===== src/rtl/answer_judge.sv =====
// answer_judge: answer-side judge for the quiz control block.
// Latches the expected factor pair per question, collects two committed
// player factors, compares them order-insensitively, and drives the
// judgement, wrong-flash, HP and OK signals back to the control block.
//
// Ports:
//   CLK, RST         clock (rising edge), async active-high reset
//   NEW_GAME         pulse: reload HP, return to IDLE
//   QUE_LOAD         pulse: latch EXP_A/EXP_B and start a question
//   EXP_A, EXP_B     expected factor pair
//   SEL_OUT          selected factor value, committed by DEC_OUT
//   DEC_OUT          pulse: commit SEL_OUT as the next factor
//   CLR_OUT          pulse: discard the first entered factor
//   JUDG             00 none, 01 correct, 10 wrong, 11 game over
//   WRONG            11 during the wrong-hold window, else 00
//   HP               remaining hit points
//   OK               one-cycle pulse on a correct answer
//   BUSY             high while a question is in progress
module answer_judge #(
  parameter int unsigned HP_INIT    = 3,
  parameter int unsigned WRONG_HOLD = 4,
  parameter int unsigned SEL_W      = 3
) (
  input  logic             CLK,
  input  logic             RST,
  input  logic             NEW_GAME,
  input  logic             QUE_LOAD,
  input  logic [SEL_W-1:0] EXP_A,
  input  logic [SEL_W-1:0] EXP_B,
  input  logic [SEL_W-1:0] SEL_OUT,
  input  logic             DEC_OUT,
  input  logic             CLR_OUT,
  output logic [1:0]       JUDG,
  output logic [1:0]       WRONG,
  output logic [1:0]       HP,
  output logic             OK,
  output logic             BUSY
);

  localparam int unsigned HP_W  = 2;
  localparam int unsigned CNT_W = (WRONG_HOLD > 1) ? $clog2(WRONG_HOLD) : 1;

  localparam logic [1:0] JUDG_NONE  = 2'b00;
  localparam logic [1:0] JUDG_RIGHT = 2'b01;
  localparam logic [1:0] JUDG_MISS  = 2'b10;
  localparam logic [1:0] JUDG_OVER  = 2'b11;
  localparam logic [1:0] WRONG_ON   = 2'b11;
  localparam logic [1:0] WRONG_OFF  = 2'b00;

  typedef enum logic [2:0] {
    S_IDLE,
    S_FIRST,
    S_SECOND,
    S_CHECK,
    S_RIGHT,
    S_MISS,
    S_OVER
  } state_t;

  state_t           state, state_d;
  logic [SEL_W-1:0] f1, f1_d, f2, f2_d;
  logic [SEL_W-1:0] exp_a, exp_a_d, exp_b, exp_b_d;
  logic [CNT_W-1:0] cnt, cnt_d;
  logic [1:0]       judg_d, wrong_d;
  logic [HP_W-1:0]  hp_d;
  logic             ok_d, busy_d;
  logic             match;

  // Order-insensitive pair comparison
  assign match = ((f1 == exp_a) && (f2 == exp_b)) ||
                 ((f1 == exp_b) && (f2 == exp_a));

  // State register and registered outputs
  always_ff @(posedge CLK or posedge RST) begin
    if (RST) begin
      state <= S_IDLE;
      f1    <= '0;
      f2    <= '0;
      exp_a <= '0;
      exp_b <= '0;
      cnt   <= '0;
      JUDG  <= JUDG_NONE;
      WRONG <= WRONG_OFF;
      HP    <= HP_W'(HP_INIT);
      OK    <= 1'b0;
      BUSY  <= 1'b0;
    end else begin
      state <= state_d;
      f1    <= f1_d;
      f2    <= f2_d;
      exp_a <= exp_a_d;
      exp_b <= exp_b_d;
      cnt   <= cnt_d;
      JUDG  <= judg_d;
      WRONG <= wrong_d;
      HP    <= hp_d;
      OK    <= ok_d;
      BUSY  <= busy_d;
    end
  end

  // Next-state and next-output logic
  always_comb begin
    state_d = state;
    f1_d    = f1;
    f2_d    = f2;
    exp_a_d = exp_a;
    exp_b_d = exp_b;
    cnt_d   = cnt;
    judg_d  = JUDG;
    wrong_d = WRONG;
    hp_d    = HP;
    ok_d    = 1'b0;

    if (NEW_GAME) begin
      hp_d    = HP_W'(HP_INIT);
      judg_d  = JUDG_NONE;
      wrong_d = WRONG_OFF;
      cnt_d   = '0;
      state_d = S_IDLE;
    end else if (QUE_LOAD && (state != S_OVER)) begin
      exp_a_d = EXP_A;
      exp_b_d = EXP_B;
      f1_d    = '0;
      f2_d    = '0;
      judg_d  = JUDG_NONE;
      wrong_d = WRONG_OFF;
      cnt_d   = '0;
      state_d = S_FIRST;
    end else begin
      unique case (state)
        S_IDLE: ;
        S_FIRST: begin
          if (DEC_OUT) begin
            f1_d    = SEL_OUT;
            state_d = S_SECOND;
          end
        end
        S_SECOND: begin
          if (CLR_OUT) begin
            f1_d    = '0;
            state_d = S_FIRST;
          end else if (DEC_OUT) begin
            f2_d    = SEL_OUT;
            state_d = S_CHECK;
          end
        end
        S_CHECK: begin
          if (match) begin
            state_d = S_RIGHT;
          end else begin
            hp_d    = (HP == '0) ? '0 : HP - HP_W'(1);
            cnt_d   = CNT_W'(WRONG_HOLD - 1);
            state_d = S_MISS;
          end
        end
        S_RIGHT: begin
          judg_d  = JUDG_RIGHT;
          ok_d    = 1'b1;
          state_d = S_IDLE;
        end
        S_MISS: begin
          // First MISS cycle raises the flash; the counter then times the hold
          if (WRONG != WRONG_ON) begin
            wrong_d = WRONG_ON;
            judg_d  = JUDG_MISS;
          end else if (cnt == '0) begin
            wrong_d = WRONG_OFF;
            if (HP == '0) begin
              judg_d  = JUDG_OVER;
              state_d = S_OVER;
            end else begin
              judg_d  = JUDG_NONE;
              f1_d    = '0;
              f2_d    = '0;
              state_d = S_FIRST;
            end
          end else begin
            cnt_d = cnt - CNT_W'(1);
          end
        end
        S_OVER: begin
          judg_d = JUDG_OVER;
          hp_d   = '0;
        end
        default: state_d = S_IDLE;
      endcase
    end

    busy_d = (state_d == S_FIRST) || (state_d == S_SECOND) ||
             (state_d == S_CHECK) || (state_d == S_MISS);
  end

endmodule


===== config.mk =====
export PLATFORM = sky130hd
export DESIGN_NAME = answer_judge
export DESIGN_NICKNAME = d
export VERILOG_FILES = /design/src/rtl/answer_judge.sv
export SDC_FILE = /design/constraint.sdc
export NUM_CORES = 1
export LEC_CHECK = 0
export BUFFER_PORTS_ARGS = -buffer_cell sky130_fd_sc_hd__buf_2
export CORE_AREA = 4 4 78 80
export CTS_CLUSTER_DIAMETER = 60
export CTS_CLUSTER_SIZE = 20
export DETAILED_ROUTE_END_ITERATION = 10
export DIE_AREA = 0 0 82 84
export PLACE_DENSITY = 0.45
export SYNTH_ARGS = -nofsm -noshare
export SYNTH_HDL_FRONTEND = slang
export SYNTH_SLANG_ARGS = --single-unit

===== constraint.sdc =====
create_clock -name CLK -period 1.7 [get_ports CLK]
set_clock_uncertainty 0.15 [all_clocks]
set_input_delay 0.425 -clock CLK [delete_from_list [all_inputs] [get_ports CLK]]
set_output_delay 0.425 -clock CLK [all_outputs]
set_load 0.01 [all_outputs]

==> results.txt, run 1 <==
The flow ran to the end, but the final reports show violations. The checks that failed: negative setup slack. The tools report the kind of end point of the critical path as a flop. The logs give 0.131 for the overall routing resource usage and 3290 microns for the sum of net half-perimeters after detailed placement.

The remaining global-route overflow was 0. The run gives 0.385 as the share of the yosys chip area belonging to registers. The smallest clock period supported by the final layout is computed as 1.78 ns. For the pin with the worst max-slew slack, the measured transition is 0.318 ns. 23 I/O pins were placed. Library cell occupying the most area in the post-synthesis netlist: sky130_fd_sc_hd__dfrtp_1.

In the synthesized netlist the dominant register cell turns out to be sky130_fd_sc_hd__dfrtp_1. Setup repair after global routing could not meet its margin everywhere. Area of the die: 0.00689 sq mm. For this block, wires on met1 add up to 1880 microns. The detailed router used layers up to and including met4. The run gives -0.08 ns as the worst setup slack for register-to-register paths. Across all layers, the routed design uses 1358 vias. TritonCTS built the clock tree. STA classifies the critical path startpoint as a flop. In this run the mean area of a mapped cell was 10.2 sq um.

The synthesized netlist occupies a cell area of 0.00157 sq mm. At the worst endpoint, the required time is 1.72 ns. The logs give 554 for the number of fill cells in the layout and 1.07 nW for the reported leakage power. Cell area power density: 677 mW/mm^2. The number of buffers on the longest clock path is 2, and the number of nets in the layout is 232. Critical path class: flop to flop. After synthesis, the cell types taking the most area are sky130_fd_sc_hd__dfrtp_1 35%, sky130_fd_sc_hd__xor2_1 6.7%, sky130_fd_sc_hd__mux2_2 4.3%.

The count of cells along the worst register-to-register path works out to 5. The relative slew slack was 0.787. The clock net in this run drives a total of 24 sinks. Clock-pin slew was measured on the worst setup and hold paths at 0.10 ns.

The max-cap check violation count was 0. Synthesis produced a netlist with a net count of 169. The tree is rooted in a sky130_fd_sc_hd__clkbuf_8. The height of the die was 84 microns; the number of setup violations in the final report was 9. Ratio of final minimum period to clock period: 1.05.

The async set or reset register ratio after synthesis is 1.00. The max-slew violation count was 0. The synthesis-stage register bit count came out at 24.

The tools report the multi-input logic area as 0.00100 sq mm. Reg-to-reg endpoint: BUSY. Proportion of layout cells with a drive suffix above 1: 0.530. Routed wirelength normalized by instance count: 14.8 microns. The number of failing hold endpoints at the final stage is 0. The path category of the worst min-delay check is input pin to asynchronous set/reset pin. The least setup slack across all paths after layout is -0.0811 ns, and the cell area reported after detailed placement is 0.00197 sq mm. Total number of placement rows: 27.

For the summed area of non-filler cells in the final layout, the log shows 0.00225 sq mm. The area growth from synthesis to layout is 43.6%. The number of library cell types mapped by synthesis is 51, and the data arrival at the endpoint of the critical path is 1.80 ns. The count of buffers from port buffering works out to 22.

Worst setup path endpoint: BUSY. The die outline width is 82 microns, and the initial antenna violation count is 0. The routed design has 4250 microns of wire. Synthesis produced a netlist whose cell count is 153.

The portion of synthesized cell area occupied by the leading cell type came out at 0.351. Once detail routing completed, the nets flagged for antenna violations numbered 0. The CTS H-tree depth is 1, and the routed length on met2 is 2230 microns. The core area is 0.00541 sq mm, and the count of yosys warnings during synthesis is 0. The logs give 1468 for the number of global-route vias before repair and 0 for the total DRC errors in the routed layout. The run gives 0.290 as the initial core utilization. The startpoint identified for the worst register-to-register timing path is state[1]. Tracing the worst setup path back leads to its startpoint at state[1]. The maximum number of pins on one net before global-route repair is 25, and the source-to-sink clock delay at the later pin of the worst-skew pair is 0.27 ns. Number of DRC violations after detailed-routing iteration 0: 20.

The first global-routing pass estimated 7070 microns of wire. Counting the buffers created by CTS gives 3. The first-pass iteration count of the detailed router is 4. Top fanout value on the critical path: 6. The global placer's final weighted congestion came out at 0.818.

Timing would allow up to 561 MHz. The total area of sequential cells came out at 607 sq um. After detailed routing, the number of vias per cell comes to 4.73.

The largest vdd supply drop is 496 uV, and the number of synthesized flops with an enable pin is 0. The worst setup slack after placement was -0.153 ns. Fraction of the core area covered by cells at the end of the flow: 0.416. Summed over all nets, wire length on met3 after detailed routing comes to 127 microns. The number of diodes added for antenna fixing is 0, and the count of hold-fix buffers inserted at cts is 0.
synthesized netlist by cell type, drive strengths merged (2+ instances only):
cell and instances:
dfrtp 22, nand2 15, xor2 12, a21oi 11
nor2 10, inv 9, mux2 9, buf 6
nand2b 5, and3 4, nand3 4, nor2b 4
o21ai 4, a21o 3, mux2i 3, nor4 3
a211oi 2, a31oi 2, dfstp 2, nor3 2
o211a 2, o32ai 2
registers in the layout, summed over array words and instances (netlist names):
signal / cells
BUSY: 1
HP: 2
JUDG: 2
OK: 1
WRONG: 1
cnt: 2
exp_a: 3
exp_b: 3
f1: 3
f2: 3
state: 3
power by group:
group,leakage (nW),switching [W],total [W],internal [W]
Clock,0.0357,0.000209,0.000524,0.000315
Combinational,0.734,0.000156,0.000332,0.000176
Sequential,0.302,0.0000512,0.000667,0.000615
cells in the final DEF (no fill, tap or decap), types with 2 or more instances in the layout:
| cell type | instances |
|---|---|
| sky130_fd_sc_hd__buf_4 | 40 |
| sky130_fd_sc_hd__buf_2 | 22 |
| sky130_fd_sc_hd__dfrtp_1 | 19 |
| sky130_fd_sc_hd__nand2_1 | 13 |
| sky130_fd_sc_hd__xor2_1 | 12 |
| sky130_fd_sc_hd__nor2_1 | 10 |
| sky130_fd_sc_hd__inv_1 | 9 |
| sky130_fd_sc_hd__a21oi_1 | 6 |
| sky130_fd_sc_hd__mux2_2 | 5 |
| sky130_fd_sc_hd__a21oi_2 | 4 |
| sky130_fd_sc_hd__and3_1 | 4 |
| sky130_fd_sc_hd__mux2_4 | 4 |
| sky130_fd_sc_hd__nand2b_4 | 3 |
| sky130_fd_sc_hd__mux2i_1 | 3 |
| sky130_fd_sc_hd__a21o_1 | 3 |
| sky130_fd_sc_hd__nand3_1 | 3 |
| sky130_fd_sc_hd__clkbuf_8 | 3 |
| sky130_fd_sc_hd__buf_6 | 3 |
| sky130_fd_sc_hd__dfrtp_2 | 3 |
| sky130_fd_sc_hd__dfstp_2 | 2 |
| sky130_fd_sc_hd__nor4_2 | 2 |
| sky130_fd_sc_hd__nor2b_1 | 2 |
| sky130_fd_sc_hd__nand2_4 | 2 |
| sky130_fd_sc_hd__o32ai_2 | 2 |
| sky130_fd_sc_hd__o21ai_1 | 2 |
| sky130_fd_sc_hd__o21ai_0 | 2 |
| sky130_fd_sc_hd__nor3_1 | 2 |
cell families (layout without fill, tap and decap cells):
| group | Yosys count | count (layout) | synth area share |
|---|---|---|---|
| adders and majority gates | 1 | 1 | 0.00799 |
| buffers and inverters | 16 | 78 | 0.0503 |
| AOI/OAI and AO/OA | 34 | 34 | 0.186 |
| DFF | 24 | 24 | 0.385 |
| xor gates and xnor gates | 12 | 12 | 0.0671 |
| and+or+nand+nor | 54 | 54 | 0.212 |
| muxes | 12 | 12 | 0.0910 |
layer usage:
| metal | GRT usage | up-vias |
|---|---|---|
| met5 | 0 | - |
| met4 | 0.0378 | 0 |
| met3 | 0.0184 | 2 |
| met2 | 0.232 | 20 |
| met1 | 0.159 | 670 |
| li1 | - | 666 |
worst max-delay path, cell delays in order (launching register included):
cell and delay, ns:
sky130_fd_sc_hd__dfrtp_2 0.47, sky130_fd_sc_hd__and3b_2 0.31, sky130_fd_sc_hd__nand4_2 0.14, sky130_fd_sc_hd__a221oi_4 0.39, sky130_fd_sc_hd__a21o_1 0.18, sky130_fd_sc_hd__a21oi_2 0.03
worst min-delay path by stage:
stage               start       end  slack [ns]  cells after the start
floorplan             RST      BUSY        0.29                      1
global placement      RST      BUSY        0.35                      3
detailed placement    RST  exp_a[0]        0.35                      3
CTS                   RST      BUSY        0.04                      3
global route          RST      BUSY        0.05                      3
finish                RST      BUSY        0.03                      3
stage by stage:
step / hold WS, ns / cells / power (W) / setup TNS [ns]
CTS: 0.0382 / 283 / 0.00151 / -0.619
floorplan: 0.288 / 153 / 0.000855 / -0.0258
global route: 0.0548 / 287 / 0.00160 / -1.27
detailed placement: 0.349 / 271 / 0.000953 / -1.47
global placement: 0.345 / 271 / 0.000941 / -1.06
finish: 0.0285 / 287 / 0.00152 / -0.399
cell type report:
| class | instances | share of cell area |
|---|---|---|
| clock buffers | 3 | 0.0184 |
| multi-input cells | 113 | 0.446 |
| clock inverters | 1 | 0.0133 |
| well taps | 72 | 0.0400 |
| inverters | 9 | 0.0150 |
| repair buffers | 65 | 0.197 |
| flip-flops and latches | 24 | 0.270 |
timing repair:
action | 4_1_cts | 5_1_grt
gates resized for setup | 13 | 11
setup buffers | 8 | 4
pin swaps | 10 | 10
setup endpoints to repair | 19 | 24
gates cloned | 0 | 0
Note: power is estimated with default switching activity, not from simulation.
==> run 2: changes to the inputs <==
--- a/config.mk
+++ b/config.mk
@@ -12,6 +12,7 @@
 export DETAILED_ROUTE_END_ITERATION = 10
 export DIE_AREA = 0 0 82 84
 export PLACE_DENSITY = 0.45
+export RECOVER_POWER = 100
 export SYNTH_ARGS = -nofsm -noshare
 export SYNTH_HDL_FRONTEND = slang
 export SYNTH_SLANG_ARGS = --single-unit
==> run 2 against run 1 <==
  * The run still ends with negative setup slack left
  * Register-to-register slack barely moved
  * Wire length grew 0.26%
  * Highest routed layer unchanged
  * Via count barely moved
  * Critical path depth unchanged
==> results.txt, run 2 (synthesized netlist as in run 1, its figures left out) <==
The run finished, with violations left. The checks that failed: negative setup slack. The run gives 287 as the final instance count without filler cells.

The tools report the startpoint type of the worst setup path as a flop. Relative to the synthesized area, the layout overhead comes to 42.9%. The library cell used most frequently in the layout, excluding fill and tap cells, is sky130_fd_sc_hd__buf_4. TritonCTS built the clock tree. Once layout is done, the placed cells without fillers occupy 0.00224 sq mm. The initial antenna violation count was 0.

Dividing total power by cell area gives a power density of 680 mW/mm^2. The run gives 0.131 as the overall routing resource usage. The CTS buffer count was 3; the proportion of layout cells with a drive suffix above 1 was 0.498. The floorplan step defined a core boundary enclosing 0.00541 sq mm. Entering global routing, the biggest net connects 25 pins. The source-to-sink clock delay at the later pin of the worst-skew pair is 0.27 ns. The height of the die is 84 microns, and the number of failing hold endpoints at the final stage is 0. The number of clock sinks is 24. The largest vdd supply drop is 496 uV, and the total DRC errors in the routed layout is 0.

The ratio of final minimum period to clock period is 1.05, and the sum of internal, switching and leakage power is 0.00152 W. For the remaining antenna violation count, the log shows 0. Summed over all nets, the half-perimeter wirelength after detailed placement is 3290 microns.

Data arrives at the worst endpoint at 1.80 ns. The global-route wire length before repair was 7070 microns. The slew at the pin closest to its max-slew limit came out at 0.613 ns. The worst endpoint required time is 1.72 ns, and the number of diodes added for antenna fixing is 0.

The logs give -0.0811 ns for the least setup slack across all paths after layout and -0.153 ns for the worst setup slack after placement. Along the worst path, the maximum fanout reaches 6. Final period demand of the worst path: 1.78 ns.

CTS H-tree depth: 1. The setup check on the worst reg-to-reg path leaves a slack of -0.08 ns. The root buffer cell chosen for the clock tree is sky130_fd_sc_hd__clkbuf_8. Based on the critical path, the design can be clocked at up to 561 MHz. Max-cap violations in this run came to 0. The initial core utilization is 0.290. The congestion estimate from routability-driven global placement came to 0.818.

The routed wirelength normalized by instance count was 14.9 microns; the overall via count from detail_route was 1359. Setup repair after global routing could not meet its margin everywhere. The tools report the number of global-route vias before repair as 1468. For this design the top-level I/O count stands at 23. The kind of end point of the critical path is a flop.

Before antenna repair, the detailed router went through 4 iterations. The path class of the tightest hold or removal check is input pin to asynchronous set/reset pin. Port buffering added 22 buffers. The logs give 4270 microns for the total wirelength of the detailed-routed design and 2 for the number of buffers on the longest clock path. Using the TritonRoute via totals, the vias-per-cell ratio works out to 4.74. The placed instances occupy a cell area of 0.00197 sq mm. Setup violations remaining at the end of the flow were counted as 9. The number of nets in the layout was 232.

Area of the die: 0.00689 sq mm. The number of placed instances, taps included, is 271. The setup path with the least slack is of type flop to flop. For this design the static power due to leakage is 1.04 nW. The tools report the count of hold-fix buffers inserted at cts as 0.

The die is 82 microns wide. The run gives 0.592 as the relative slew slack. Row generation in the floorplan step produced 27 rows. The max-slew violation count is 0. The clock transition at the registers of the reported paths was 0.10 ns; the remaining global-route overflow was 0.

The top cell types in the final layout, fill and taps aside, are 39 x sky130_fd_sc_hd__buf_4, 19 x sky130_fd_sc_hd__dfrtp_1, 15 x sky130_fd_sc_hd__buf_2. The first routing iteration left 31 violations.
==> run 2: changes by cell type in the layout (fill, tap and decap cells not counted), sizes merged <==
cell	delta
buf	-8
clkbuf	+8
==> run 2: where the power goes <==
part           switching, W  internal (W)  total [W]
registers         0.0000515      0.000615   0.000667
clock network      0.000209      0.000315   0.000524
logic              0.000156      0.000175   0.000331
==> run 2: final cells by class <==
class	count	area [sq um]
inverters	9	33.8
fillers	555	3170
multi-input cells	113	1000
repair buffers	65	433
flip-flops and latches	24	607
clock buffers	3	41.3
clock inverters	1	30.0
well taps	72	90.1
==> run 2: path summary, 6_finish.rpt <==
| path | from | endpoint | cells past startpoint |
|---|---|---|---|
| setup / recovery | state[1] | BUSY | 5 |
| min in group CLK | EXP_A[1] | exp_a[1] | 2 |
| hold / removal | RST | BUSY | 3 |
| max in group asynchronous | RST | state[2] | 3 |
| hold reg to reg | JUDG[1] | JUDG[1] | 2 |
| setup reg to reg | state[1] | BUSY | 5 |
==> run 2: what timing repair did <==
item,in CTS,in global routing
setup buffers,8,4
gates cloned,0,0
pin swaps,10,10
setup endpoints to repair,19,24
gates resized for setup,13,11
==> run 2: per-stage QoR <==
stage | utilization | hold slack [ns] | setup TNS, ns
final | 0.414 | 0.136 | -0.396
after global routing | 0.414 | 0.197 | -1.27
after CTS | 0.401 | 0.0382 | -0.619
after detailed placement | 0.364 | 0.349 | -1.47
after global placement | 0.364 | 0.345 | -1.06
after floorplan | - | 0.288 | -0.0258
==> run 2: critical path: stages (launching register included) <==
cell and delay (ns):
sky130_fd_sc_hd__dfrtp_2 0.47, sky130_fd_sc_hd__and3b_2 0.31, sky130_fd_sc_hd__nand4_2 0.14, sky130_fd_sc_hd__a221oi_4 0.39
sky130_fd_sc_hd__a21o_1 0.18, sky130_fd_sc_hd__a21oi_2 0.03
==> run 2: routing by layer <==
metal,vias to the layer above,GRT usage,wire length (microns)
met1,670,0.159,1890
met4,0,0.0378,16
met2,20,0.232,2230
met3,2,0.0184,125
met5,-,0,0
li1,667,-,-
